--- src/rtl/spawn_scheduler.sv ---
// rtl/spawn_scheduler.sv - difficulty schedule and randomized spawn req/ack sequencer
// Optional feature macro: SPAWN_LANE_GUARD_EN (no two consecutive spawns in the same lane)
module spawn_scheduler #(
  parameter int MAX_OBSTACLES = 10,
  parameter int BASE_WAIT     = 4,
  parameter int WAIT_SHIFT    = 2
) (
  input  logic        clk_in,
  input  logic        rst_in,
  input  logic        game_reset,
  input  logic        frame_trigger,
  input  logic [11:0] time_alive,
  input  logic [3:0]  curr_active,
  input  logic [3:0]  random_num,
  input  logic [1:0]  random_lane,
  input  logic [1:0]  random_sprite,
  input  logic        spawn_ack,
  output logic        spawn_req,
  output logic [1:0]  spawn_lane,
  output logic [1:0]  spawn_sprite,
  output logic [3:0]  target_active,
  output logic [2:0]  speed,
  output logic [1:0]  state_out
);

  localparam logic [1:0] S_IDLE = 2'd0;
  localparam logic [1:0] S_WAIT = 2'd1;
  localparam logic [1:0] S_REQ  = 2'd2;

  localparam logic [3:0] MAX_Q  = 4'(MAX_OBSTACLES);
  localparam logic [7:0] BASE_Q = 8'(BASE_WAIT);

  localparam logic [9:0][11:0] THRESH = {
    12'd330, 12'd300, 12'd270, 12'd240, 12'd210,
    12'd180, 12'd150, 12'd120, 12'd60,  12'd30
  };

  logic [1:0] state_q, state_d;
  logic [7:0] wait_cnt_q, wait_cnt_d;
  logic [1:0] lane_q, lane_d;
  logic [1:0] sprite_q, sprite_d;
  logic [3:0] target_q, target_d;
  logic [2:0] speed_q, speed_d;
  logic [1:0] lane_map;
  logic [1:0] lane_pick;

  always_comb begin
    target_d = 4'd0;
    for (int i = 0; i < 10; i++) begin
      if (time_alive >= THRESH[i]) target_d = target_d + 4'd1;
    end
  end

  always_comb begin
    if (time_alive >= 12'd270)      speed_d = 3'd7;
    else if (time_alive >= 12'd210) speed_d = 3'd6;
    else if (time_alive >= 12'd150) speed_d = 3'd5;
    else if (time_alive >= 12'd120) speed_d = 3'd4;
    else if (time_alive >= 12'd60)  speed_d = 3'd3;
    else if (time_alive >= 12'd30)  speed_d = 3'd2;
    else                            speed_d = 3'd1;
  end

  // Only three lanes exist; the fourth random code folds onto the centre lane.
  assign lane_map = (random_lane == 2'd3) ? 2'd1 : random_lane;

`ifdef SPAWN_LANE_GUARD_EN
  logic [1:0] last_lane_q, last_lane_d;

  // last_lane resets to 3, which never matches a mapped lane.
  assign lane_pick = (lane_map == last_lane_q)
                   ? ((last_lane_q == 2'd2) ? 2'd0 : last_lane_q + 2'd1)
                   : lane_map;
`else
  assign lane_pick = lane_map;
`endif

  always_comb begin
    state_d    = state_q;
    wait_cnt_d = wait_cnt_q;
    lane_d     = lane_q;
    sprite_d   = sprite_q;
`ifdef SPAWN_LANE_GUARD_EN
    last_lane_d = last_lane_q;
`endif
    case (state_q)
      S_IDLE: begin
        if ((curr_active < target_q) && (curr_active < MAX_Q)) begin
          wait_cnt_d = BASE_Q + ({4'd0, random_num} << WAIT_SHIFT);
          state_d    = S_WAIT;
        end
      end
      S_WAIT: begin
        if (wait_cnt_q == 8'd0) begin
          if (curr_active >= MAX_Q) begin
            state_d = S_IDLE;
          end else begin
            lane_d   = lane_pick;
            sprite_d = random_sprite;
            state_d  = S_REQ;
          end
        end else if (frame_trigger) begin
          wait_cnt_d = wait_cnt_q - 8'd1;
        end
      end
      S_REQ: begin
        if (spawn_ack) begin
          state_d = S_IDLE;
`ifdef SPAWN_LANE_GUARD_EN
          last_lane_d = lane_q;
`endif
        end
      end
      default: state_d = S_IDLE;
    endcase
  end

  // game_reset shares the reset image so a restart is indistinguishable from power-up.
  always_ff @(posedge clk_in or negedge rst_in) begin
    if (!rst_in) begin
      state_q    <= S_IDLE;
      wait_cnt_q <= 8'd0;
      lane_q     <= 2'd0;
      sprite_q   <= 2'd0;
      target_q   <= 4'd0;
      speed_q    <= 3'd1;
`ifdef SPAWN_LANE_GUARD_EN
      last_lane_q <= 2'd3;
`endif
    end else if (game_reset) begin
      state_q    <= S_IDLE;
      wait_cnt_q <= 8'd0;
      lane_q     <= 2'd0;
      sprite_q   <= 2'd0;
      target_q   <= 4'd0;
      speed_q    <= 3'd1;
`ifdef SPAWN_LANE_GUARD_EN
      last_lane_q <= 2'd3;
`endif
    end else begin
      state_q    <= state_d;
      wait_cnt_q <= wait_cnt_d;
      lane_q     <= lane_d;
      sprite_q   <= sprite_d;
      target_q   <= target_d;
      speed_q    <= speed_d;
`ifdef SPAWN_LANE_GUARD_EN
      last_lane_q <= last_lane_d;
`endif
    end
  end

  assign spawn_req     = (state_q == S_REQ);
  assign spawn_lane    = lane_q;
  assign spawn_sprite  = sprite_q;
  assign target_active = target_q;
  assign speed         = speed_q;
  assign state_out     = state_q;

endmodule
--- config.mk ---
export PLATFORM = sky130hd
export DESIGN_NAME = spawn_scheduler
export DESIGN_NICKNAME = d
export VERILOG_FILES = /design/src/rtl/spawn_scheduler.sv
export SDC_FILE = /design/constraint.sdc
export NUM_CORES = 1
export LEC_CHECK = 0
export BUFFER_PORTS_ARGS = -buffer_cell sky130_fd_sc_hd__buf_2
export CAP_MARGIN = 15
export CORE_MARGIN = 4
export CORE_UTILIZATION = 54
export DETAILED_ROUTE_END_ITERATION = 10
export PLACE_DENSITY_LB_ADDON = 0.3
export RECOVER_POWER = 25
export SLEW_MARGIN = 20
export SYNTH_ARGS = -nofsm -noshare
export SYNTH_HDL_FRONTEND = slang
export SYNTH_SLANG_ARGS = --single-unit
export TNS_END_PERCENT = 10
--- constraint.sdc ---
create_clock -name clk_in -period 2.9 [get_ports clk_in]
set_input_delay 0.145 -clock clk_in [delete_from_list [all_inputs] [get_ports clk_in]]
set_output_delay 0.145 -clock clk_in [all_outputs]
set_load 0.02 [all_outputs]
==> results by group <==
Layout
  – Layout cells sized above 1: 37.2%
  – Fin nets: 390
  – Util after Layout: between 70% and 80%
  – Area grow syn2layout: 31.1%
  – # diodes: 0
  – # fillers: about 300

STA
  – Final min period: between 4 and 5 ns
  – Fmax: between 200 and 250 MHz
  – Setup TNS: -3.82 ns
  – Final setup violation count: 3
  – Final worst path period share: 147%
  – Final hold vios: 0
  – Unrepaired setup endpoints after global routing: true
  – Post-route setup slack: -1.35 ns
  – Fin. max-slew vios: 0
  – Setup Skew: 0.00253 ns
  – Slew margin rel.: between 20% and 30%
  – Hold slack: around 0.13 ns
  – Slew @ Worst Pin: between 1 and 1.5 ns

Synth
  – Ys flop type: dfrtp_1
  – Post-Syn Area: roughly 2200 um2
  – Top-count cell post-synth: nor2_1
  – Number of flops mapped to enable cells by yosys: 0
  – Post-synthesis sequential area ratio: 23.7%
  – Synthesized Nets: 306
  – Count of different cell masters after synthesis: 68
  – Seq cells post-synth: 21
  – Syn Area/Cell: between 8 and 9 um2
  – Synth Warn #: 0
  – Leading area contributor after synthesis: dfrtp_1
  – Cell count after synthesis: between 200 and 300
  – Area contributors post-synth: dfrtp_1, ha_1, nor2_1, o21ai_0, nand2_1
  – Asr flop ratio synth: between 90% and 100%
  – Share of the synthesized area in the top cell type: a little under a quarter
  – Synth cell count leaders: nor2_1, nand2_1, dfrtp_1, o21ai_0, inv_1

Clock tree
  – CTS H-tree lvls: 1
  – Clock Latency Late Sink: between 0.2 and 0.3 ns
  – Num CTS Buffers: 3
  – CTS sink cnt: 21
  – CTS root buffer: clkbuf_8
  – CTS Buffer Depth: 2
  – Clock Pin Slew Worst Setup and Hold Paths: around 0.070 ns
  – Post-CTS Setup Repair Bufs: 0
  – TritonCTS clock tree: built

Placement
  – Pre-CTS setup slack: -1.67 ns
  – Detail Placement HPWL: approximately 4500 um
  – Port Buf Inserts: 42
  – Final Wtd Congestion: 0.865

Worst hold path
  – Min-Delay Path Class: input port to flip-flop

Global route
  – Congestion Overflow GR: 0
  – Largest net degree at the start of global routing: 22
  – Total track usage: a little under a quarter
  – Initial antenna violation count: 0
  – Number of global-route vias before repair: ~2200
  – First-pass GRT wire length: ~9500 um

Setup path
  – Worst-path fanout max: 2
  – Crit path DAT: 4.43 ns
  – Crit. End Element: flip-flop
  – Critical path type: input port to flip-flop
  – Req. time, crit path: roughly 3 ns
  – Crit path cell chain: buf_2 > or3_4 > or2_4 > nor2_1 > xnor2_2 > ha_1 > o211ai_1 > o211ai_1 > xor2_1 > mux2_4 > ha_4 > o22ai_2 > xor2_1 > mux2_4 > ha_4 > nor2b_4 > a31oi_1 > o221a_2 > ha_2 > a211o_1 > a21oi_1
  – Crit-path max cell delay: about 0.38 ns
  – Crit path launch type: input port
  – Worst path slowest cell: or3_4

Die
  – Chip width: ~72 um
  – Rows: 23
  – Initial Util: ~55%
  – Num ports: 43
  – Chip height: 72.1 um
  – Core area: about 4000 um2
  – DIE AREA: 5200 um2

Drt
  – Final wirelength: between 5000 and 6000 um
  – ANT nets after route: 0
  – Post-route DRC: 0
  – DR iter-0 viols: about 140
  – Post-DR wirelength/cell: approximately 14 um
  – Router iterations before antenna repair: 4
  – Via density: 5.70
  – Via count: between 2000 and 2500

Power and ir drop
  – Worst VDD drop: roughly 460 uV
  – Pleak: approximately 1.4 nW
  – Cell area power density: around 480 nW/um2

Run status
  – Status: complete, but fails checks
  – Failing checks: setup timing

Run
  – Max-cap violations: 0
[area by class of cell]
class	count	area (um2)	area share [%]
Sequential cell	21	527	18.1
Tap cell	50	62.6	2.15
Timing Repair Buffer	90	574	19.8
Inverter	15	56.3	1.94
Clock buffer	4	45.0	1.55
Multi-Input combinational cell	217	1640	56.5
[flip-flops by register name, indices dropped and copies added (netlist names)]
name	flops
target_active	4
speed	3
state_out	2
spawn_lane	2
wait_cnt_q	8
spawn_sprite	2
[worst paths after layout]
check | cells past startpoint | to | from | slack (ns)
hold reg to reg | 2 | wait_cnt_q[6] | wait_cnt_q[6] | 0.51
min in group asynchronous | 2 | wait_cnt_q[5] | rst_in | 0.63
hold / removal | 3 | spawn_sprite[1] | random_sprite[1] | 0.13
setup / recovery | 21 | target_active[2] | time_alive[10] | -1.35
max in group asynchronous | 2 | target_active[3] | rst_in | 1.58
setup reg to reg | 10 | wait_cnt_q[5] | wait_cnt_q[3] | 0.64
[timing repair]
item                                   4_1_cts  5_1_grt
setup endpoints to repair                    3        3
hold buffers                                 1        0
endpoints found under the hold margin       20        0
pin swaps                                    7        4
resized for setup                            4        2
[metrics by stage]
step / total power [mW] / instance area [um2] / instances
2_1_floorplan: 0.964 / 2300 / 264
3_3_place_gp: 1.16 / 2820 / 392
3_5_place_dp: 1.19 / 2820 / 392
4_1_cts: 1.39 / 2900 / 397
5_1_grt: 1.51 / 2910 / 397
6_report: 1.38 / 2910 / 397
[critical path: cells and delay by family]
kind,cells,cell delay (ns)
compound gates,7,1.05
xor+xnor,3,0.50
fa+ha+maj,4,1.00
buf+inv,1,0.12
mux,2,0.59
simple gates,4,1.03
[placed cells by master (no fill, tap or decap), types with 4 or more instances in the layout]
master / n
xor2_1: 6
dfrtp_1: 20
nor2b_1: 4
mux2i_1: 7
o21ai_0: 19
o211ai_1: 5
ha_1: 9
a21oi_1: 12
buf_2: 40
a31oi_1: 4
nor3_1: 4
or3_1: 4
xnor2_1: 8
inv_1: 15
nand2b_1: 5
buf_4: 48
nand3_1: 8
nand2_1: 25
nor2_1: 27
[logic make-up (layout without fill, tap and decap cells)]
| family | count (synthesis) | in the layout | synth area share (%) |
|---|---|---|---|
| fa+ha+maj | 13 | 13 | 7.33 |
| mux | 10 | 10 | 4.68 |
| simple gates | 98 | 98 | 23.1 |
| xor+xnor | 18 | 18 | 8.74 |
| compound gates | 78 | 78 | 25.4 |
| buf+inv | 26 | 109 | 6.99 |
| flops | 21 | 21 | 23.7 |
[metal layers]
| layer | vias to the layer above | global-route usage [%] | wire length [um] |
|---|---|---|---|
| li1 | 1130 | - | - |
| met1 | 1058 | 29.2 | 2450 |
| met2 | 69 | 40.6 | 2900 |
| met3 | 6 | 2.63 | 228 |
| met4 | 0 | 4.38 | 56 |
| met5 | - | 0 | 0 |
[report_power, final]
group	total, mW	leakage [nW]	switching [mW]	internal [mW]
Sequential	0.424	0.274	0.0603	0.364
Clock	0.188	0.0228	0.0905	0.0977
Combinational	0.771	1.09	0.426	0.345
Power figures use the tool's default switching activity.
